===== src/rtl/lm_sm_sequencer_pkg.sv =====
// Shared types and constants for the LM/SM (load/store multiple) sequencer.
package lm_sm_sequencer_pkg;

  localparam int DATA_W    = 16;
  localparam int NREG      = 8;
  localparam int REG_IDX_W = 3;

  typedef enum logic [1:0] {
    IDLE = 2'd0,
    XFER = 2'd1,
    DONE = 2'd2
  } state_e;

endpackage : lm_sm_sequencer_pkg


===== src/rtl/lm_sm_sequencer_lsb_prio_enc.sv =====
// Lowest-index-first priority encoder: R0 wins over every higher register.
module lsb_prio_enc
  import lm_sm_sequencer_pkg::*;
#(
  parameter int NREG = lm_sm_sequencer_pkg::NREG
) (
  input  logic [NREG-1:0]      i_list,
  output logic [REG_IDX_W-1:0] o_idx,
  output logic                 o_valid
);

  // NOTE: every output of a combinational block gets a default first, so no path leaves it unassigned and no latch is inferred.
  always_comb begin
    o_idx   = '0;
    o_valid = |i_list;
    // Scanning downward lets the lowest set bit overwrite any higher one.
    for (int i = NREG - 1; i >= 0; i--) begin
      if (i_list[i]) o_idx = REG_IDX_W'(i);
    end
  end

endmodule : lsb_prio_enc


===== src/rtl/lm_sm_sequencer.sv =====
// LM/SM sequencer: walks a latched register list one register per cycle,
// streaming registers to memory (SM) or memory into registers (LM).
module lm_sm_sequencer
  import lm_sm_sequencer_pkg::*;
#(
  parameter int DATA_W = lm_sm_sequencer_pkg::DATA_W,
  parameter int NREG   = lm_sm_sequencer_pkg::NREG
) (
  input  logic                 clk,
  input  logic                 reset,
  input  logic                 start,
  input  logic                 is_sm,
  input  logic [NREG-1:0]      reg_list,
  input  logic [DATA_W-1:0]    base_addr,
  input  logic [DATA_W-1:0]    rf_rdata,
  input  logic [DATA_W-1:0]    mem_rdata,
  output logic [DATA_W-1:0]    mem_addr,
  output logic [DATA_W-1:0]    mem_wdata,
  output logic                 mem_write_n,
  output logic [REG_IDX_W-1:0] rf_raddr,
  output logic                 rf_we,
  output logic [REG_IDX_W-1:0] rf_waddr,
  output logic [DATA_W-1:0]    rf_wdata,
  output logic                 stall,
  output logic                 done
);

  state_e                r_state;
  logic [NREG-1:0]       r_list;
  logic [DATA_W-1:0]     r_addr;
  logic                  r_is_sm;

  logic [REG_IDX_W-1:0]  w_idx;
  logic                  w_valid;
  logic [NREG-1:0]       w_list_next;
  logic                  w_xfer;

  lsb_prio_enc #(.NREG(NREG)) u_prio_enc (
    .i_list  (r_list),
    .o_idx   (w_idx),
    .o_valid (w_valid)
  );

  // Clearing the lowest set bit is exactly the bit the encoder selected.
  assign w_list_next = r_list & (r_list - NREG'(1));
  assign w_xfer      = (r_state == XFER) && w_valid;

  // NOTE: sequential state uses non-blocking assignments so every register samples pre-edge values.
  always_ff @(posedge clk or negedge reset) begin
    if (!reset) begin
      r_state <= IDLE;
      r_list  <= '0;
      r_addr  <= '0;
      r_is_sm <= 1'b0;
    end else begin
      case (r_state)
        IDLE: begin
          if (start) begin
            r_list  <= reg_list;
            r_addr  <= base_addr;
            r_is_sm <= is_sm;
            r_state <= (reg_list != '0) ? XFER : DONE;
          end
        end
        XFER: begin
          r_list <= w_list_next;
          r_addr <= r_addr + DATA_W'(1);
          if (w_list_next == '0) r_state <= DONE;
        end
        DONE:    r_state <= IDLE;
        default: r_state <= IDLE;
      endcase
    end
  end

  // Strobes and buses decode only registered state; start never reaches them.
  always_comb begin
    mem_addr    = '0;
    mem_wdata   = '0;
    mem_write_n = 1'b1;
    rf_raddr    = '0;
    rf_we       = 1'b0;
    rf_waddr    = '0;
    rf_wdata    = '0;
    if (w_xfer) begin
      mem_addr = r_addr;
      if (r_is_sm) begin
        rf_raddr    = w_idx;
        mem_wdata   = rf_rdata;
        mem_write_n = 1'b0;
      end else begin
        rf_waddr = w_idx;
        rf_wdata = mem_rdata;
        rf_we    = 1'b1;
      end
    end
  end

  assign stall = (r_state == XFER);
  assign done  = (r_state == DONE);

endmodule : lm_sm_sequencer


===== config.mk =====
export PLATFORM = sky130hd
export DESIGN_NAME = lm_sm_sequencer
export DESIGN_NICKNAME = d
export VERILOG_FILES = /design/src/rtl/lm_sm_sequencer_pkg.sv /design/src/rtl/lm_sm_sequencer_lsb_prio_enc.sv /design/src/rtl/lm_sm_sequencer.sv
export SDC_FILE = /design/constraint.sdc
export NUM_CORES = 1
export LEC_CHECK = 0
export CORE_UTILIZATION = 42
export DETAILED_ROUTE_END_ITERATION = 6
export PLACE_DENSITY_LB_ADDON = 0.12
export SYNTH_ARGS = -nofsm -noshare
export SYNTH_HDL_FRONTEND = slang
export SYNTH_SLANG_ARGS = --single-unit
export TNS_END_PERCENT = 30

===== constraint.sdc =====
create_clock -name clk -period 4.4 [get_ports clk]
set_input_delay 0.88 -clock clk [delete_from_list [all_inputs] [get_ports clk]]
set_output_delay 0.88 -clock clk [all_outputs]
set_load 0.05 [all_outputs]

==> Yosys cells after proc, flatten, opt, wreduce, memory -nomap -nowiden <==
Cells that the tools add are included.
Widths: inputs -> output; s select.
{ "word_totals": {"ff_bits": 27, "input_bits": 60, "wordCells": 48} }
{ "classes": {"addsub": 2, "eq_ne": 4, "muxes": 28, "bitwise": 1, "n_reduce_logical": 9} }
{ "ops": {"columns": ["operator", "n"], "rows": [
  ["$mux 16", 6],
  ["$mux 3", 12],
  ["$pmux 16 s2", 1],
  ["$add 16x1->16 const B", 1],
  ["$pmux 8 s2", 1],
  ["$and 8x8->8", 1],
  ["$logic_not 8->1", 1],
  ["$mux 8", 1],
  ["$reduce_bool 8->1", 1],
  ["$reduce_or 8->1", 1],
  ["$sub 8x1->8 const B", 1],
  ["$mux 2", 3],
  ["$reduce_and 2->1", 3],
  ["$pmux 2 s2", 1],
  ["$mux 1", 3],
  ["$eq 2x1->1 const B", 1],
  ["$eq 2x2->1 const B", 1],
  ["$logic_not 2->1", 1],
  ["$ne 2x1->1 const B", 1],
  ["$ne 2x2->1 const B", 1],
  ["$reduce_bool 2->1", 1],
  ["$logic_and 1x1->1", 1]
]} }

==> Logic depth before layout (Yosys ltp) <==
Gate-level depths: netlist of the first run.
{ "depth": {"depth_word": 10, "depth_mapped": 8, "mapped_depth_nobuf": 5} }

==> Cells and area by module <==
From an unflattened synthesis of the first run, not the netlist that was laid out.
{ "unflattened": {"hier_cells": 266, "hier_area_um2": 2080.7} }
{ "by_module_without_submodules": {"columns": ["module", "instances", "cells_per_inst", "area_each_um2"], "rows": [
  ["lm_sm_sequencer", 1, 253, 1999.4],
  ["lsb_prio_enc", 1, 13, 81.3]
]} }

==> Worst setup path after synthesis of the first run <==
No wires, ideal clock.
{ "synth_timing": {"kind": "register -> output", "startpoint": "register r_state[1]", "endpoint": "output port rf_raddr[0]", "arrival_time_ns": 2.767, "slack_ns": 0.753, "path_stages_with_launch": 7, "path_cell_list": "dfrtp_1 buf_2 nand2b_1 clkbuf_1 a31oi_2 nand2_1 a211oi_1"} }
{ "synth_between": {"elab_chain_len": 3} }
{ "synth_lines": {"columns": ["element", "line_no", "source"], "rows": [
  ["start: declaration", "lm_sm_sequencer.sv:28", "state_e r_state;"],
  ["start signal: assignment", "lm_sm_sequencer.sv:62", "r_state <= (reg_list != '0) ? XFER : DONE;"],
  ["$eq 2x1->1", "lm_sm_sequencer.sv:46", "assign w_xfer = (r_state == XFER) && w_valid;"],
  ["$logic_and 1x1->1", "lm_sm_sequencer.sv:46", null],
  ["$mux 3", "lm_sm_sequencer.sv:85", "if (w_xfer) begin"],
  ["end: declaration", "lm_sm_sequencer.sv:20", "output logic [REG_IDX_W-1:0] rf_raddr,"]
]} }
No other way between the ends.

==> Final worst setup path of the first run <==
{ "layout_timing": {"startpoint": "register r_list[0]", "endpoint": "output port mem_write_n"} }
{ "layout_between": {"elab_chain_len": 3} }
{ "layout_lines": {"columns": ["element", "line_no", "source"], "rows": [
  ["start: declaration", "lm_sm_sequencer.sv:29", "logic [NREG-1:0] r_list;"],
  ["start signal: assignment", "lm_sm_sequencer.sv:59", "r_list <= reg_list;"],
  ["start signal: assignment", "lm_sm_sequencer.sv:66", "r_list <= w_list_next;"],
  ["$reduce_or 8->1", "lm_sm_sequencer_lsb_prio_enc.sv:15", "o_valid = |i_list;"],
  ["$logic_and 1x1->1", "lm_sm_sequencer.sv:46", null],
  ["$mux 1", "lm_sm_sequencer.sv:85", null],
  ["end: declaration", "lm_sm_sequencer.sv:19", "output logic mem_write_n,"]
]} }
No other way between the ends.

==> flow_summary.json, run 1 <==
{
  "setup_viol": 0,
  "numCtsBuffers": 3,
  "required_ns": 3.52,
  "outcome": "complete, no violations",
  "cp-startpoint": "r_list[0]",
  "final_cell_count_no_fill": 451,
  "ir_drop_mv": 0.515,
  "grt_pass1_vias": 2138,
  "gp_congestion": 0.899,
  "ys_ff_latch": 27,
  "post_cts_buffers": 0,
  "cts_resized": 0,
  "area_delta_synth_final_pct": 66.5,
  "dpl_worst_slack_ns": 1.23,
  "tightest_slew_ns": 0.644,
  "postCtsHoldBufs": 0,
  "critical_path_class": "flop to primary output",
  "cts-root-buf": "clkbuf_8",
  "final_nets": 446,
  "ios": 118,
  "wire_per_inst_um": 15.9,
  "arrival_ns": 2.58,
  "dieWidth_um": 73.4,
  "setup_tns_ns": 0,
  "cts_sinks": 27,
  "post-dp-hpwl_um": 5580,
  "multiInputGateArea_um2": 1350,
  "hold_violations": 0,
  "vias": 2519,
  "track_usage_pct": 26.4,
  "drtPass1Iterations": 5,
  "h-tree-depth": 1,
  "max_slew_margin_pct": 56.9,
  "hp-class": "flop to flop",
  "grt_pass1_wl_um": 11000,
  "wirelength_um": 7170,
  "synth_top_family_by_area": "simple AND/OR/NAND/NOR gates",
  "syn_area_per_cell_um2": 7.79,
  "dp_cells": 447,
  "synth-simple-area-share_pct": 35.3,
  "period_share_pct": 78.6,
  "synthMuxAreaShare_pct": 1.46,
  "hp-start": "r_addr[15]",
  "ys_types": 50,
  "n_antenna_cell": 0,
  "drtIter0Drc": 247,
  "ff_latch_area_um2": 676,
  "cts_tree": "built",
  "clk_pin_slew_ns": 0.09,
  "leakage_uw": 0.00145,
  "worstReg2RegStart": "r_state[1]",
  "synth-warning-count": 0,
  "dieArea_um2": 5390,
  "drc_errors": 0,
  "drtAntennaViolNets": 0,
  "gr-total-overflow": 0,
  "synthAdderAreaFrac_pct": 1.52,
  "drv_slew": 0,
  "grt_max_degree": 28,
  "synth_compound_area_share_pct": 24.1,
  "drive_gt1_share_pct": 12.5,
  "end_kind": "primary output",
  "n_fill_cell": 378,
  "syn-instance-count": 275,
  "critPathLaunchType": "flop",
  "synth-edff-count": 0,
  "via_per_inst": 5.59,
  "postSynthNetCount": 336,
  "synth_xor_area_share_pct": 0.409,
  "p_per_area_nw_per_um2": 787,
  "skew_ns": 0.00716,
  "drv_cap": 0,
  "antenna_found_initial": 0,
  "fin_ws_ns": 0.942,
  "period_needed_ns": 3.46,
  "ys_seq_area_share_pct": 31.5,
  "rows": 25,
  "synth_ff_type": "dfrtp_1",
  "worstSkewPairLatency_ns": 0.28,
  "crit_fanout": 18,
  "core_area_um2": 4820,
  "timing.fmax_mhz": 289,
  "syn_area_um2": 2140,
  "cts_buffer_depth": 2,
  "start_util_pct": 44.5,
  "dieHeight_um": 73.4,
  "rsz0062_at_grt": "no",
  "synthArstFlopShare_pct": 100,
  "io_buffers": 117
}
==> per-stage QoR <==
stage,total power (µW),instance area [µm²],hold slack [ns],utilization [%]
after global placement,2630,3520,0.537,73.0
final,2810,3570,0.583,74.0
after global routing,2970,3570,0.600,74.0
after floorplan,1910,2140,0.506,-
after detailed placement,2660,3520,0.550,73.0
after CTS,2810,3570,0.576,74.0
==> metal layers <==
layer | wire length, µm | vias up | track usage [%]
met5 | 0 | - | 0
met1 | 2830 | 1214 | 34.5
met3 | 439 | 8 | 3.29
met4 | 87 | 0 | 7.26
li1 | - | 1213 | -
met2 | 3810 | 84 | 45.9
==> power by group <==
group,internal (µW),total (µW),switching [µW],leakage [µW]
clock,64.4,148,84.0,0.0000217
sequential,364,578,213,0.000324
combinational,810,2080,1270,0.00111
==> registers in the layout, indices dropped and copies added, names as in the netlist <==
signal / flops
r_is_sm: 1
r_state: 2
r_list: 8
r_addr: 16
==> cells by family after synthesis <==
family / Yosys count
compound gates: 74
simple gates: 138
xor+xnor: 1
flops: 27
fa+ha+maj: 3
buf+inv: 29
mux: 3
==> Yosys cell counts (4+ instances only) <==
| cell | count | share of area, % |
|---|---|---|
| clkbuf_1 | 13 | 2.3 |
| o21ai_0 | 9 | 2.1 |
| and2_1 | 33 | 9.6 |
| nor2b_1 | 4 | 1.2 |
| nor2_1 | 23 | 4.0 |
| a211oi_1 | 4 | 1.4 |
| o22ai_1 | 12 | 3.5 |
| nor3_1 | 9 | 2.1 |
| a21oi_1 | 18 | 4.2 |
| o22a_1 | 4 | 1.6 |
| and3_1 | 17 | 5.0 |
| o31ai_1 | 4 | 1.4 |
| nand2b_1 | 4 | 1.2 |
| nor4_1 | 6 | 1.8 |
| inv_1 | 8 | 1.4 |
| dfrtp_1 | 27 | 32 |
| buf_2 | 4 | 0.93 |
| nand2_1 | 22 | 3.9 |
| nand3_1 | 8 | 1.9 |
==> final timing paths <==
kind	depth (start not counted)	slack, ns	endpoint
max	5	0.94	mem_write_n
min	2	0.58	r_addr[15]
max reg2reg	6	2.48	r_addr[8]
min reg2reg	2	0.58	r_addr[15]
max in group asynchronous	2	3.16	r_addr[2]
min in group asynchronous	2	0.96	r_addr[11]
==> worst max-delay path, stage by stage (launching register included) <==
cell and delay (ns):
dfrtp_1 0.49, nor4_2 0.49, a31oi_2 0.16, buf_4 0.21
nand2_1 0.13, clkdlybuf4s50_1 0.83
==> area by class of cell <==
type | instances | area share, %
Timing Repair Buffer | 123 | 38.5
Multi-Input combinational cell | 219 | 37.7
Sequential cell | 27 | 18.9
Tap cell | 67 | 2.35
Clock buffer | 3 | 1.16
Inverter | 11 | 1.16
Clock inverter | 1 | 0.211
==> cells in the final DEF, fill, tap and decap left out, drive strengths merged, types with 2 or more instances in the layout <==
cell type,instances
clkdlybuf4s50,89
buf,34
and2,33
dfrtp,27
nor2,23
nand2,22
a21oi,18
and3,17
o22ai,12
o21ai,10
inv,10
nor3,9
nand3,8
nor4,7
nand2b,4
o31ai,4
a211oi,4
nor2b,4
o22a,4
or4,4
a2bb2oi,3
o211ai,3
clkbuf,3
a31oi,3
o21bai,2
a22o,2
or2,2
and4,2
mux2i,2
o311ai,2
maj3,2
nor3b,2
Power figures use the tool's default switching activity.
==> run 2, diff against run 1 <==
Settings changed: CORE_UTILIZATION 42 to 36.
Clock period 4.4 ns to 2.82 ns, I/O delays scaled along.
==> run 2 against run 1 <==
  * First-iteration DRC count decreased by 21%
  * Via count is 1.5% higher
  * Flip-flop and latch count is the same
  * Largest cell class unchanged
  * Largest power group unchanged
  * Highest routed layer unchanged
==> flow_summary.json, run 2 (synthesis results as in run 1) <==
{
  "max_slew_margin_pct": 60.8,
  "drtIter0Drc": 194,
  "worstReg2RegStart": "r_list[0]",
  "whs_path_depth": 2,
  "drv_slew": 0,
  "multiInputGateArea_um2": 1360,
  "wire_per_inst_um": 17.5,
  "ios": 118,
  "p_per_area_nw_per_um2": 1250,
  "cts_buffer_depth": 2,
  "dieWidth_um": 79.1,
  "top_regs": "r_addr x16, r_list x8, r_state x2",
  "period_share_pct": 96.2,
  "gr-total-overflow": 0,
  "io_buffers": 117,
  "wirelength_um": 8040,
  "drv_cap": 0,
  "worstRegToRegCells": 4,
  "dieArea_um2": 6260,
  "fin_ws_ns": 0.108,
  "critPathLaunchType": "flop",
  "grt_max_degree": 28,
  "crit_end": "rf_raddr[0]",
  "cp-startpoint": "r_list[1]",
  "leakage_uw": 0.00165,
  "gp_congestion": 0.842,
  "clk_pin_slew_ns": 0.11,
  "largest_register": "r_addr",
  "critical_path_class": "flop to primary output",
  "drtAntennaViolNets": 0,
  "cts_tree": "built",
  "hold_violations": 0,
  "grt_pass1_vias": 2343,
  "n_antenna_cell": 0,
  "drive_gt1_share_pct": 22.4,
  "whs_ns": 0.592,
  "h-tree-depth": 1,
  "timing.fmax_mhz": 369,
  "n_fill_cell": 432,
  "antenna_found_initial": 0,
  "mostFrequentLayoutCells": "59 x clkdlybuf4s50_1, 56 x buf_12, 33 x and2_1, 24 x dfrtp_1, 23 x nor2_1",
  "ir_drop_mv": 0.761,
  "postCtsHoldBufs": 0,
  "rrSetupSlack_ns": 0.94,
  "fin_area_um2": 4030,
  "core_area_um2": 5610,
  "track_usage_pct": 25.6,
  "dieHeight_um": 79.1,
  "cts_sinks": 27,
  "place_area_um2": 3960,
  "hp-class": "flop to flop",
  "drc_errors": 0,
  "layout_commonest_cell": "clkdlybuf4s50_1",
  "setup_viol": 0,
  "post-dp-hpwl_um": 6250,
  "period_needed_ns": 2.71,
  "outcome": "complete, no violations",
  "arrival_ns": 2.15,
  "area_delta_synth_final_pct": 87.9,
  "ff_latch_area_um2": 679,
  "via_per_inst": 5.56,
  "final_nets": 450,
  "worstSkewPairLatency_ns": 0.28,
  "largest_reg_flops": 16,
  "cts-root-buf": "clkbuf_8",
  "reg2reg_to": "r_state[0]",
  "final_cell_count_no_fill": 460,
  "end_kind": "primary output",
  "dpl_worst_slack_ns": 0.353,
  "numCtsBuffers": 3,
  "required_ns": 2.26,
  "skew_ns": 0.00460,
  "drtPass1Iterations": 4,
  "crit_fanout": 26,
  "tightest_slew_ns": 0.586,
  "grt_pass1_wl_um": 12500,
  "dp_cells": 456,
  "start_util_pct": 38.2,
  "vias": 2556,
  "rows": 27
}
-- run 2: cell count changes in the layout (fill, tap and decap cells not counted) --
| cell | delta |
|---|---|
| buf_12 | +38 |
| clkdlybuf4s50_1 | -30 |
| buf_4 | -4 |
| dfrtp_1 | -3 |
| dfrtp_2 | +3 |
| a211oi_1 | -2 |
| a211oi_2 | +2 |
| nor4_2 | -1 |
| nor4_4 | +1 |
-- run 2: cell type report --
cell class                      instances  area share (%)
Timing Repair Buffer                  127            44.8
Multi-Input combinational cell        219            33.9
Sequential cell                        27            16.9
Tap cell                               72            2.24
Clock buffer                            3            1.03
Inverter                               11            1.03
Clock inverter                          1           0.187
-- run 2: worst min path at each step --
stage	from	endpoint	slack (ns)
finish	r_addr[12]	r_addr[12]	0.59
global route	r_addr[12]	r_addr[12]	0.62
CTS	r_addr[12]	r_addr[12]	0.59
detailed placement	r_addr[15]	r_addr[15]	0.57
global placement	r_addr[15]	r_addr[15]	0.54
floorplan	reset	r_addr[0]	0.27
-- run 2: where the power goes --
group	switching, µW	internal (µW)	leakage (µW)
clock network	139	101	0.0000217
registers	345	572	0.000320
logic	2150	1740	0.00130
-- run 2: timing repair --
item                                    4_1_cts  5_1_grt
setup buffers                                 0        0
endpoints found under the setup margin        0       20
endpoints found under the hold margin         0        0
gates resized for setup                       0        4
-- run 2: routing by layer --
layer  track usage [%]  routed length (µm)  vias up
met5                 0                   0        -
met4              6.55                 129        0
met3              4.94                 631       12
met2              46.2                4230      122
met1              30.8                3050     1196
li1                  -                   -     1226
-- run 2: critical path, cell delays in order (launching register included) --
cell,delay [ns]
dfrtp_1,0.53
nor4_4,0.11
a31oi_2,0.24
buf_4,0.28
nand2_1,0.15
a211oi_2,0.36
buf_12,0.18
-- run 2: stage by stage --
stage                     total power [µW]   TNS, ns  utilization, %
after detailed placement              4780         0            70.7
final                                 5040         0            71.8
after global placement                4700         0            70.7
after global routing                  5300  -0.00858            71.8
after CTS                             5030         0            71.6
after floorplan                       3000   -0.0337               -
==> run 3, diff against run 2 <==
Settings changed: SLEW_MARGIN set to 25.
==> results of run 3 <==
Final layout, timing and power as in run 2 (identical DEF).
